File: config.mk
export PLATFORM = sky130hd
export DESIGN_NAME = mc_control_flat
export DESIGN_NICKNAME = d
export VERILOG_FILES = /design/src/rtl/mc_control_if.sv /design/src/rtl/mc_control.sv /design/src/flat_wrapper.sv
export SDC_FILE = /design/constraint.sdc
export NUM_CORES = 1
export LEC_CHECK = 0
export BUFFER_PORTS_ARGS = -buffer_cell sky130_fd_sc_hd__buf_2
export CORE_MARGIN = 2
export CORE_UTILIZATION = 44
export DETAILED_ROUTE_END_ITERATION = 10
export HOLD_SLACK_MARGIN = 0.03
export PLACE_DENSITY = 0.85
export SLEW_MARGIN = 20
export SYNTH_ARGS = -nofsm -noshare
export SYNTH_HDL_FRONTEND = slang
export SYNTH_SLANG_ARGS = --single-unit
File: constraint.sdc
create_clock -name clk_i -period 5.2 [get_ports clk_i]
set_input_delay 0.52 -clock clk_i [delete_from_list [all_inputs] [get_ports clk_i]]
set_output_delay 0.52 -clock clk_i [all_outputs]
set_load 0.005 [all_outputs]
File: src/rtl/mc_control_if.sv
// Control/status bundle between the multi-cycle sequencer and the MIPS datapath + memory.
// Latency: none, this is wiring only.
// Backpressure: mem_req_o is held until mem_ready_i; the master is the controller.
interface mc_control_if #(
  parameter int CNT_W = 32
);
  // datapath / memory status into the controller
  logic [5:0]       Op_i;
  logic             Zero_i;
  logic             mem_ready_i;
  // memory request
  logic             mem_req_o;
  logic             MemRead_o;
  logic             MemWrite_o;
  logic             IorD_o;
  // datapath steering
  logic             IRWrite_o;
  logic             PCWrite_o;
  logic             PCWriteCond_o;
  logic [1:0]       PCSrc_o;
  logic             ALUSrcA_o;
  logic [1:0]       ALUSrcB_o;
  logic [1:0]       ALUOp_o;
  logic             RegDst_o;
  logic             MemtoReg_o;
  logic             RegWrite_o;
  logic             illegal_o;
  // performance counters
  logic [CNT_W-1:0] cycle_cnt_o;
  logic [CNT_W-1:0] instr_cnt_o;
  logic [CNT_W-1:0] stall_cnt_o;

  modport master (
    input  Op_i, Zero_i, mem_ready_i,
    output mem_req_o, MemRead_o, MemWrite_o, IorD_o,
    output IRWrite_o, PCWrite_o, PCWriteCond_o, PCSrc_o,
    output ALUSrcA_o, ALUSrcB_o, ALUOp_o,
    output RegDst_o, MemtoReg_o, RegWrite_o, illegal_o,
    output cycle_cnt_o, instr_cnt_o, stall_cnt_o
  );

  modport slave (
    output Op_i, Zero_i, mem_ready_i,
    input  mem_req_o, MemRead_o, MemWrite_o, IorD_o,
    input  IRWrite_o, PCWrite_o, PCWriteCond_o, PCSrc_o,
    input  ALUSrcA_o, ALUSrcB_o, ALUOp_o,
    input  RegDst_o, MemtoReg_o, RegWrite_o, illegal_o,
    input  cycle_cnt_o, instr_cnt_o, stall_cnt_o
  );
endinterface

File: src/rtl/mc_control.sv
// Multi-cycle MIPS-subset sequencer (fetch/decode/exec/mem/wb) driving one ALU and one unified memory.
// Latency: beq/j 3, R/addi/sw 4, lw 5, illegal 2 cycles, plus one per memory wait cycle.
// Backpressure: FETCH/MEMRD/MEMWR hold request until mem_ready_i; optional counters via CTRL_PERF_CNT_EN.
module mc_control #(
  parameter int CNT_W = 32
) (
  input  logic       clk_i,
  input  logic       rst_i,
  mc_control_if.master bus
);

  localparam logic [5:0] OP_RTYPE = 6'b000000;
  localparam logic [5:0] OP_ADDI  = 6'b001000;
  localparam logic [5:0] OP_LW    = 6'b100011;
  localparam logic [5:0] OP_SW    = 6'b101011;
  localparam logic [5:0] OP_BEQ   = 6'b000100;
  localparam logic [5:0] OP_J     = 6'b000010;

  typedef enum logic [3:0] {
    S_FETCH, S_DECODE, S_EXEC_R, S_EXEC_I, S_ADDR, S_MEMRD,
    S_MEMWR, S_RWB, S_IWB, S_LWB, S_BR, S_JMP
  } state_t;

  // Moore control word; fetch_wr marks FETCH so IR/PC load can be qualified by ready,
  // decode marks DECODE so an unsupported opcode can be flagged in that cycle.
  typedef struct packed {
    logic       mem_req;
    logic       mem_read;
    logic       mem_write;
    logic       iord;
    logic       fetch_wr;
    logic       decode;
    logic       pcwrite;
    logic       pcwrite_cond;
    logic [1:0] pcsrc;
    logic       alusrca;
    logic [1:0] alusrcb;
    logic [1:0] aluop;
    logic       regdst;
    logic       memtoreg;
    logic       regwrite;
  } ctl_t;

  function automatic logic op_legal(input logic [5:0] op);
    return (op == OP_RTYPE) || (op == OP_ADDI) || (op == OP_LW) ||
           (op == OP_SW) || (op == OP_BEQ) || (op == OP_J);
  endfunction

  function automatic state_t next_state(input state_t s, input logic [5:0] op, input logic rdy);
    state_t n;
    n = S_FETCH;
    case (s)
      S_FETCH:  n = rdy ? S_DECODE : S_FETCH;
      S_DECODE: begin
        case (op)
          OP_RTYPE:     n = S_EXEC_R;
          OP_ADDI:      n = S_EXEC_I;
          OP_LW, OP_SW: n = S_ADDR;
          OP_BEQ:       n = S_BR;
          OP_J:         n = S_JMP;
          default:      n = S_FETCH;
        endcase
      end
      S_EXEC_R: n = S_RWB;
      S_EXEC_I: n = S_IWB;
      S_ADDR:   n = (op == OP_SW) ? S_MEMWR : S_MEMRD;
      S_MEMRD:  n = rdy ? S_LWB : S_MEMRD;
      S_MEMWR:  n = rdy ? S_FETCH : S_MEMWR;
      default:  n = S_FETCH;
    endcase
    return n;
  endfunction

  function automatic ctl_t decode_ctl(input state_t s);
    ctl_t c;
    c = '0;
    case (s)
      S_FETCH: begin
        c.mem_req  = 1'b1;
        c.mem_read = 1'b1;
        c.fetch_wr = 1'b1;
        c.alusrcb  = 2'b01;
      end
      S_DECODE: begin
        c.decode  = 1'b1;
        c.alusrcb = 2'b11;
      end
      S_EXEC_R: begin
        c.alusrca = 1'b1;
        c.aluop   = 2'b10;
      end
      S_EXEC_I, S_ADDR: begin
        c.alusrca = 1'b1;
        c.alusrcb = 2'b10;
      end
      S_MEMRD: begin
        c.mem_req  = 1'b1;
        c.mem_read = 1'b1;
        c.iord     = 1'b1;
      end
      S_MEMWR: begin
        c.mem_req   = 1'b1;
        c.mem_write = 1'b1;
        c.iord      = 1'b1;
      end
      S_RWB: begin
        c.regdst   = 1'b1;
        c.regwrite = 1'b1;
      end
      S_IWB: c.regwrite = 1'b1;
      S_LWB: begin
        c.memtoreg = 1'b1;
        c.regwrite = 1'b1;
      end
      S_BR: begin
        c.alusrca      = 1'b1;
        c.aluop        = 2'b01;
        c.pcwrite_cond = 1'b1;
        c.pcsrc        = 2'b01;
      end
      S_JMP: begin
        c.pcwrite = 1'b1;
        c.pcsrc   = 2'b10;
      end
      default: c = '0;
    endcase
    return c;
  endfunction

  state_t r_state;
  ctl_t   r_ctl;
  state_t w_nxt;
  ctl_t   w_ctl;
  logic   w_fetch_go;

  assign w_nxt = next_state(r_state, bus.Op_i, bus.mem_ready_i);

  // State register; the control word is decoded from the next state so outputs come straight from flops.
  always_ff @(posedge clk_i) begin
    if (rst_i) begin
      r_state <= S_FETCH;
      r_ctl   <= decode_ctl(S_FETCH);
    end else begin
      r_state <= w_nxt;
      r_ctl   <= decode_ctl(w_nxt);
    end
  end

  // Reset kills every output in the same cycle, aborting any in-flight memory request.
  assign w_ctl      = rst_i ? '0 : r_ctl;
  assign w_fetch_go = w_ctl.fetch_wr & bus.mem_ready_i;

  assign bus.mem_req_o     = w_ctl.mem_req;
  assign bus.MemRead_o     = w_ctl.mem_read;
  assign bus.MemWrite_o    = w_ctl.mem_write;
  assign bus.IorD_o        = w_ctl.iord;
  assign bus.IRWrite_o     = w_fetch_go;
  assign bus.PCWrite_o     = w_ctl.pcwrite | w_fetch_go;
  assign bus.PCWriteCond_o = w_ctl.pcwrite_cond;
  assign bus.PCSrc_o       = w_ctl.pcsrc;
  assign bus.ALUSrcA_o     = w_ctl.alusrca;
  assign bus.ALUSrcB_o     = w_ctl.alusrcb;
  assign bus.ALUOp_o       = w_ctl.aluop;
  assign bus.RegDst_o      = w_ctl.regdst;
  assign bus.MemtoReg_o    = w_ctl.memtoreg;
  assign bus.RegWrite_o    = w_ctl.regwrite;
  assign bus.illegal_o     = w_ctl.decode & ~op_legal(bus.Op_i);

`ifdef CTRL_PERF_CNT_EN
  logic [CNT_W-1:0] r_cycle_cnt;
  logic [CNT_W-1:0] r_instr_cnt;
  logic [CNT_W-1:0] r_stall_cnt;
  logic             w_retire;
  logic             w_stall;

  // An instruction retires when the sequence returns to FETCH from a completing state (not DECODE).
  assign w_retire = (w_nxt == S_FETCH) &&
                    ((r_state == S_RWB) || (r_state == S_IWB) || (r_state == S_LWB) ||
                     (r_state == S_MEMWR) || (r_state == S_BR) || (r_state == S_JMP));
  assign w_stall  = r_ctl.mem_req & ~bus.mem_ready_i;

  // Free-running wrap-around counters, cleared by reset.
  always_ff @(posedge clk_i) begin
    if (rst_i) begin
      r_cycle_cnt <= '0;
      r_instr_cnt <= '0;
      r_stall_cnt <= '0;
    end else begin
      r_cycle_cnt <= r_cycle_cnt + CNT_W'(1);
      if (w_retire) r_instr_cnt <= r_instr_cnt + CNT_W'(1);
      if (w_stall)  r_stall_cnt <= r_stall_cnt + CNT_W'(1);
    end
  end

  assign bus.cycle_cnt_o = rst_i ? '0 : r_cycle_cnt;
  assign bus.instr_cnt_o = rst_i ? '0 : r_instr_cnt;
  assign bus.stall_cnt_o = rst_i ? '0 : r_stall_cnt;
`else
  assign bus.cycle_cnt_o = '0;
  assign bus.instr_cnt_o = '0;
  assign bus.stall_cnt_o = '0;
`endif

endmodule

File: src/flat_wrapper.sv
// flat-port wrapper written by rule: the top's interface ports become plain ports
module mc_control_flat 
#(
  parameter int CNT_W = 32
)
  (clk_i, rst_i, bus_Op_i, bus_Zero_i, bus_mem_ready_i, bus_mem_req_o, bus_MemRead_o, bus_MemWrite_o, bus_IorD_o, bus_IRWrite_o, bus_PCWrite_o, bus_PCWriteCond_o, bus_PCSrc_o, bus_ALUSrcA_o, bus_ALUSrcB_o, bus_ALUOp_o, bus_RegDst_o, bus_MemtoReg_o, bus_RegWrite_o, bus_illegal_o, bus_cycle_cnt_o, bus_instr_cnt_o, bus_stall_cnt_o);
  mc_control_if #(.CNT_W(CNT_W)) bus_i ();
  input  logic clk_i;
  input  logic rst_i;
  input wire logic [$bits(bus_i.Op_i)-1:0] bus_Op_i;
  input wire logic [$bits(bus_i.Zero_i)-1:0] bus_Zero_i;
  input wire logic [$bits(bus_i.mem_ready_i)-1:0] bus_mem_ready_i;
  output wire logic [$bits(bus_i.mem_req_o)-1:0] bus_mem_req_o;
  output wire logic [$bits(bus_i.MemRead_o)-1:0] bus_MemRead_o;
  output wire logic [$bits(bus_i.MemWrite_o)-1:0] bus_MemWrite_o;
  output wire logic [$bits(bus_i.IorD_o)-1:0] bus_IorD_o;
  output wire logic [$bits(bus_i.IRWrite_o)-1:0] bus_IRWrite_o;
  output wire logic [$bits(bus_i.PCWrite_o)-1:0] bus_PCWrite_o;
  output wire logic [$bits(bus_i.PCWriteCond_o)-1:0] bus_PCWriteCond_o;
  output wire logic [$bits(bus_i.PCSrc_o)-1:0] bus_PCSrc_o;
  output wire logic [$bits(bus_i.ALUSrcA_o)-1:0] bus_ALUSrcA_o;
  output wire logic [$bits(bus_i.ALUSrcB_o)-1:0] bus_ALUSrcB_o;
  output wire logic [$bits(bus_i.ALUOp_o)-1:0] bus_ALUOp_o;
  output wire logic [$bits(bus_i.RegDst_o)-1:0] bus_RegDst_o;
  output wire logic [$bits(bus_i.MemtoReg_o)-1:0] bus_MemtoReg_o;
  output wire logic [$bits(bus_i.RegWrite_o)-1:0] bus_RegWrite_o;
  output wire logic [$bits(bus_i.illegal_o)-1:0] bus_illegal_o;
  output wire logic [$bits(bus_i.cycle_cnt_o)-1:0] bus_cycle_cnt_o;
  output wire logic [$bits(bus_i.instr_cnt_o)-1:0] bus_instr_cnt_o;
  output wire logic [$bits(bus_i.stall_cnt_o)-1:0] bus_stall_cnt_o;
  assign bus_i.Op_i = bus_Op_i;
  assign bus_i.Zero_i = bus_Zero_i;
  assign bus_i.mem_ready_i = bus_mem_ready_i;
  assign bus_mem_req_o = bus_i.mem_req_o;
  assign bus_MemRead_o = bus_i.MemRead_o;
  assign bus_MemWrite_o = bus_i.MemWrite_o;
  assign bus_IorD_o = bus_i.IorD_o;
  assign bus_IRWrite_o = bus_i.IRWrite_o;
  assign bus_PCWrite_o = bus_i.PCWrite_o;
  assign bus_PCWriteCond_o = bus_i.PCWriteCond_o;
  assign bus_PCSrc_o = bus_i.PCSrc_o;
  assign bus_ALUSrcA_o = bus_i.ALUSrcA_o;
  assign bus_ALUSrcB_o = bus_i.ALUSrcB_o;
  assign bus_ALUOp_o = bus_i.ALUOp_o;
  assign bus_RegDst_o = bus_i.RegDst_o;
  assign bus_MemtoReg_o = bus_i.MemtoReg_o;
  assign bus_RegWrite_o = bus_i.RegWrite_o;
  assign bus_illegal_o = bus_i.illegal_o;
  assign bus_cycle_cnt_o = bus_i.cycle_cnt_o;
  assign bus_instr_cnt_o = bus_i.instr_cnt_o;
  assign bus_stall_cnt_o = bus_i.stall_cnt_o;
  mc_control #(.CNT_W(CNT_W)) u_core (.clk_i(clk_i), .rst_i(rst_i), .bus(bus_i));
endmodule
==> metrics.yaml, run 1 <==
outcome: "complete, no violations"
power_leakage_nw: 0.8494
clk_path_buf_depth: 2
cts_tree: "yes"
end_kind: "register"
post_cts_resized: 0
dieWidth_um: 66.69
synth_area_leaders: "buf_4 42%, dfxtp_1 23%, nor2b_1 5.8%, nor2_1 2.2%, nor3_1 1.7%"
antenna_found_initial: 0
ant_nets: 0
power_density_nw_per_um2: 275.0
wire_per_inst_um: 9.213
synth-seq-area-share: 0.2315
cts_setup_buffers: 0
dp_hpwl_um: 2049
holdBufCountCts: 0
critPathLaunch: "u_core.r_state[0]$_SDFF_PP0_"
slew_headroom: 0.3703
ys_ff_latch: 20
num_vias: 1125
die_y_um: 66.69
cap_violations: 0
syn_inst: 213
rr_worst_depth: 6
min_path_type: "in -> reg"
drc: 0
drtIter0Drc: 18
crit_required_ns: 5.36
fin_crit_ns: 2.290
wl_um: 2598
drive_above_1_share: 0.1496
ff2ff_setup_slack_ns: 2.91
grtUsageTotal: 0.1135
cp-endpoint: "u_core.r_ctl[5]$_SDFF_PP1_"
rsz0062_at_grt: "false"
tightest_slew_ns: 0.9298
whs_ns: 0.5970
rows: 22
grt_pass1_wl_um: 3850
vdd_drop_max_mv: 0.09844
fillers: 384
drv_slew: 0
grt_pass1_vias: 887
start_kind: "register"
crit_type: "reg -> reg"
synth_top_cell_by_area: "buf_4"
cts_buffers: 3
vias_per_cell: 3.989
clk_latency_ns: 0.26
fp.coreArea_um2: 3716
yosysWarnings: 0
fin_skew_ns: 0.004460
io_buffers: 26
clkTransAtPathRegs_ns: 0.07
die-area_um2: 4448
synth.avg_cell_area_um2: 8.118
fin_nets: 245
p_total_mw: 0.4356
pin_count: 124
overflow: 0
place_inst: 278
area_growth_pct: -8.394
final_cells: 282
rr_endpoint: "u_core.r_ctl[5]$_SDFF_PP1_"
clockRootBuffer: "clkbuf_8"
dr.pass1.iters: 4
htreeDepth: 1
n_antenna_cell: 0
cts.sinks: 20
critPathMaxFanout: 10
initial_utilization: 0.4653
finalCritPeriodShare: 0.4403
worstPathArrival_ns: 2.45
gp_congestion: 0.8096
max_freq_mhz: 436.7
finalHoldViolations: 0
setup_viol: 0
ys_types: 41
tns_ns: 0
synth_area_um2: 1729
grt_start_max_net_pins: 32
r2r-start: "u_core.r_state[0]$_SDFF_PP0_"
synth_top_area_frac: 0.4211
cell usage in the layout, fill, tap and decap left out, types with 4 or more instances in the layout:
| master | count |
|---|---|
| conb_1 | 96 |
| buf_2 | 26 |
| nor2b_1 | 16 |
| dfxtp_1 | 20 |
| nor3_1 | 6 |
| nor2_1 | 10 |
| nand2b_1 | 4 |
| nand2_1 | 7 |
| a21oi_1 | 5 |
| and3_1 | 4 |
layout make-up:
class / instances / area, um2 / share of cell area
multi-input combinational: 182 / 914.6 / 0.5774
inverter: 2 / 7.507 / 0.004739
tap: 48 / 60.06 / 0.03791
timing repair buffer: 26 / 130.1 / 0.08215
clock inverter: 1 / 30.03 / 0.01896
sequential: 20 / 400.4 / 0.2528
clock buffer: 3 / 41.29 / 0.02607
metal layers:
| layer | up-vias | global-route usage | routed length (um) |
|---|---|---|---|
| met5 | - | 0 | 0 |
| met4 | 0 | 0.05102 | 26 |
| li1 | 543 | - | - |
| met2 | 71 | 0.2113 | 1354 |
| met1 | 509 | 0.1235 | 964 |
| met3 | 2 | 0.02027 | 253 |
critical path, cell delays in order, from the launching register on:
cell and delay, ns:
dfxtp_1 0.50, or4b_4 0.52, o41a_1 0.43, a21boi_4 0.19, and2_4 0.18, a21o_1 0.19, a31o_1 0.18
registers in the layout (all words and copies together), names as in the netlist:
register,flops
u_core.r_ctl,16
u_core.r_state,4
through the flow:
stage / util / setup WS [ns] / instance area [um2]
2_1_floorplan: - / 2.959 / 2086
3_3_place_gp: 0.4071 / 2.711 / 1513
3_5_place_dp: 0.4071 / 2.699 / 1513
4_1_cts: 0.4263 / 2.920 / 1584
5_1_grt: 0.4263 / 2.786 / 1584
6_report: 0.4263 / 2.910 / 1584
synthesized netlist by cell type:
| cell type | n |
|---|---|
| and2_1 | 2 |
| nor3_1 | 6 |
| a31oi_1 | 1 |
| a211o_1 | 1 |
| nand4bb_1 | 1 |
| nor2b_1 | 16 |
| a32o_1 | 1 |
| or2_2 | 1 |
| or4b_2 | 1 |
| a21boi_0 | 1 |
| clkbuf_1 | 5 |
| buf_6 | 1 |
| o311ai_1 | 1 |
| nor4_1 | 1 |
| buf_4 | 97 |
| and2_4 | 1 |
| o21a_1 | 1 |
| or3_1 | 2 |
| a221o_1 | 1 |
| nor3b_1 | 3 |
| a21o_1 | 3 |
| or4b_4 | 1 |
| maj3_1 | 1 |
| nor2_1 | 10 |
| a31o_1 | 1 |
| nand2b_1 | 4 |
| nand2_1 | 7 |
| nor4b_1 | 1 |
| o21ai_0 | 1 |
| o41a_1 | 1 |
| conb_1 | 1 |
| dfxtp_1 | 20 |
| a21oi_1 | 5 |
| xnor2_1 | 2 |
| o21ai_1 | 1 |
| buf_2 | 1 |
| nand3_1 | 1 |
| a21boi_4 | 1 |
| inv_1 | 2 |
| mux2i_1 | 1 |
| and3_1 | 4 |
cells by family after synthesis:
family / Yosys count / share of synthesized area
buf+inv: 106 / 0.4457
simple gates: 62 / 0.2091
compound gates: 20 / 0.08973
flops: 20 / 0.2315
xor+xnor: 2 / 0.01013
fa+ha+maj: 1 / 0.005789
other cells: 1 / 0.002169
mux: 1 / 0.005789
where the power goes:
| group | switching [mW] | internal (mW) |
|---|---|---|
| Clock | 0.0548 | 0.103 |
| Sequential | 0.00946 | 0.167 |
| Combinational | 0.0608 | 0.0406 |
how the worst min path moves through the flow:
stage	startpoint	endpoint	slack (ns)	depth (start not counted)
after CTS	bus_Op_i[3]	u_core.r_ctl[9]$_SDFF_PP0_	0.59	3
after detailed placement	u_core.r_state[3]$_SDFF_PP0_	u_core.r_ctl[9]$_SDFF_PP0_	0.66	2
after global placement	u_core.r_state[3]$_SDFF_PP0_	u_core.r_ctl[9]$_SDFF_PP0_	0.65	2
final	bus_Op_i[3]	u_core.r_ctl[9]$_SDFF_PP0_	0.60	3
after global routing	bus_Op_i[3]	u_core.r_ctl[9]$_SDFF_PP0_	0.61	3
after floorplan	u_core.r_state[2]$_SDFF_PP0_	u_core.r_ctl[9]$_SDFF_PP0_	0.57	2
No activity file was read; power rests on OpenSTA's default activity.
==> run 2, diff against run 1 <==
- ABC_AREA: default -> 1
- CORE_UTILIZATION: 44 -> 38
- PLACE_DENSITY: 0.85 -> 0.76
- clock period: 5.2 -> 1.9 ns (I/O delays scaled with it)
==> run 2 against run 1 <==
  * Critical path depth grew 3
  * Synthesized cell count grew 22%
  * Register-to-register slack lost 2.4 ns
  * Clock skew shrank 0.0013 ns
  * Combinational power grew 65%
  * Fmax grew 65%
  * Via count grew 9.7%
  * Utilization shrank 5.8 points
  * Clock-buffer cell count is the same
  * Synthesized area grew 5.5%
  * Die area grew 21%
  * Largest cell class unchanged
  * Highest routed layer is now met3
==> metrics.yaml, run 2 <==
drc: 0
ff2ff_setup_slack_ns: 0.51
tns_ns: 0
cts_tree: "yes"
synth-simple-area-share: 0.2737
cts_setup_buffers: 0
critPathMaxFanout: 4
largestRegisters: "u_core.r_ctl x16, u_core.r_state x4"
syn_inst: 259
synth_top_cell_by_area: "buf_4"
n_antenna_cell: 0
post-synth-top-count-cell: "buf_4"
cts_buffers: 3
ys_ff_latch: 20
dr.pass1.iters: 4
synthMuxAreaShare: 0
grt_pass1_vias: 936
place_ws_ns: 0.5190
ant_nets: 0
ys_async_sr_fraction: 0
crit_type: "reg -> reg"
power_density_nw_per_um2: 595.2
synth_top_family_by_area: "buffers and inverters"
rsz0062_at_grt: "false"
dieWidth_um: 73.29
hold_start: "rst_i"
max_freq_mhz: 719.5
clkTransAtPathRegs_ns: 0.07
antenna_found_initial: 0
ys.flop_type: "dfxtp_1"
crit_chain: "inv_1, nor2_1, nand2_1, o21ai_2, inv_2, nand2_2, nor2_4, nand2_2, nand3_1"
end_kind: "register"
slowest_delay_ns: 0.38
die-area_um2: 5371
gp_congestion: 0.7861
synth-seq-area-share: 0.2195
synth_edf_count: 0
htreeDepth: 1
wl_um: 2627
final_cell_mix: "96 x conb_1, 32 x nor2_1, 27 x inv_1, 26 x buf_2, 23 x nand2_1"
vias_per_cell: 3.640
fin_crit_ns: 1.390
rr_worst_depth: 9
drive_above_1_share: 0.2175
cts.sinks: 20
cpMostUsedCell: "nand2_2"
clk_path_buf_depth: 2
dp_hpwl_um: 2290
power_leakage_nw: 1.035
holdPathEnd: "u_core.r_ctl[13]$_SDFF_PP1_"
vdd_drop_max_mv: 1.107
whs_ns: 0.3316
finalHoldViolations: 0
synth_compound_area_frac: 0.02675
ys_types: 26
clockRootBuffer: "clkbuf_8"
grt_pass1_wl_um: 3912
setup_viol: 0
crit_required_ns: 2.03
rows: 25
overflow: 0
synth_area_um2: 1824
fp.coreArea_um2: 4661
synth_fa_ha_area_frac: 0
pin_count: 124
wire_per_inst_um: 7.749
outcome: "complete, no violations"
setup_ws_ns: 0.5101
die_y_um: 73.29
drtIter0Drc: 15
cpMaxStageDelayCell: "dfxtp_1"
yosysWarnings: 0
r2r-start: "u_core.r_state[2]$_SDFF_PP0_"
area_growth_pct: -5.830
fin_skew_ns: 0.003204
holdBufCountCts: 0
final_common_cell: "conb_1"
worstPathArrival_ns: 1.52
synth.avg_cell_area_um2: 7.043
cap_violations: 0
drv_slew: 0
post_cts_resized: 0
synth_top_area_frac: 0.3992
synth_common_cells: "97 x buf_4, 32 x nor2_1, 27 x inv_1"
synth-xor-area-share: 0
min_path_type: "in -> reg"
clk_latency_ns: 0.25
synth_area_leaders: "buf_4 40%, dfxtp_1 22%, nor2_1 6.6%, inv_1 5.6%, nand2_1 4.7%"
min_delay_path_depth: 3
grtUsageTotal: 0.09101
fin_nets: 296
start_kind: "register"
rr_endpoint: "u_core.r_ctl[5]$_SDFF_PP1_"
top_register: "u_core.r_ctl"
grt_start_max_net_pins: 24
initial_utilization: 0.3914
finalCritPeriodShare: 0.7315
largest_reg_flops: 16
io_buffers: 26
num_vias: 1234
## run 2: cell types whose count changed after synthesis, moves of 4 or more
cell      previous run  this run
inv_1                2        27
nor2_1              10        32
nand2_1              7        23
nor2b_1             16         0
nand3_1              1        15
nand2_2              0         7
nor2_2               0         6
inv_2                0         5
nor3_1               6         1
and3_1               4         0
nand2b_1             4         0
## run 2: cell type report
class                           instances  area [um2]
Fill cell                             504        2943
Multi-Input combinational cell        199       908.4
Sequential cell                        20       400.4
Timing Repair Buffer                   27       137.6
Inverter                               35       132.6
Tap cell                               54       67.56
Clock buffer                            3       41.29
Clock inverter                          1       30.03
## run 2: cells by family (layout without fill, tap and decap cells)
| logic type | after synthesis | count (layout) |
|---|---|---|
| other | 1 | 96 |
| buffers and inverters | 135 | 66 |
| DFF | 20 | 20 |
| AOI/OAI and AO/OA | 7 | 7 |
| and+or+nand+nor | 96 | 96 |
## run 2: critical path: cells and delay by family, from the launching register on
family	cells	cell delay, ns
AND/OR/NAND/NOR	6	0.59
flip-flops	1	0.38
AO/OA/AOI/OAI	1	0.17
buffers and inverters	2	0.14
## run 2: power by group
part | leakage (nW) | switching, mW | internal, mW | total [mW]
Sequential | 0.163 | 0.00682 | 0.435 | 0.441
Clock | 0.0357 | 0.133 | 0.281 | 0.414
Combinational | 0.836 | 0.121 | 0.0460 | 0.167
Total | 1.03 | 0.261 | 0.762 | 1.02
## run 2: routing by layer
metal,vias to the layer above,wire [um],global-route usage
li1,635,-,-
met2,68,1432,0.1822
met4,0,0,0.006173
met1,531,987,0.09983
met5,-,0,0
met3,0,208,0.02058
## run 2: how the worst max path moves through the flow
stage	startpoint	end	depth (start not counted)
finish	u_core.r_state[2]$_SDFF_PP0_	u_core.r_ctl[5]$_SDFF_PP1_	9
global route	u_core.r_state[2]$_SDFF_PP0_	u_core.r_ctl[5]$_SDFF_PP1_	9
CTS	u_core.r_state[3]$_SDFF_PP0_	u_core.r_ctl[17]$_SDFF_PP1_	8
detailed placement	u_core.r_state[3]$_SDFF_PP0_	u_core.r_ctl[17]$_SDFF_PP1_	8
global placement	u_core.r_state[3]$_SDFF_PP0_	u_core.r_ctl[17]$_SDFF_PP1_	8
floorplan	u_core.r_state[1]$_SDFF_PP0_	u_core.r_ctl[17]$_SDFF_PP1_	9
## run 2: stage by stage
stage | total power [mW] | cells | utilization | area, um2
6_report | 1.022 | 339 | 0.3686 | 1718
5_1_grt | 1.089 | 339 | 0.3686 | 1718
3_5_place_dp | 0.6164 | 335 | 0.3533 | 1647
3_3_place_gp | 0.6139 | 335 | 0.3533 | 1647
2_1_floorplan | 0.7204 | 354 | - | 2181
4_1_cts | 1.029 | 339 | 0.3686 | 1718
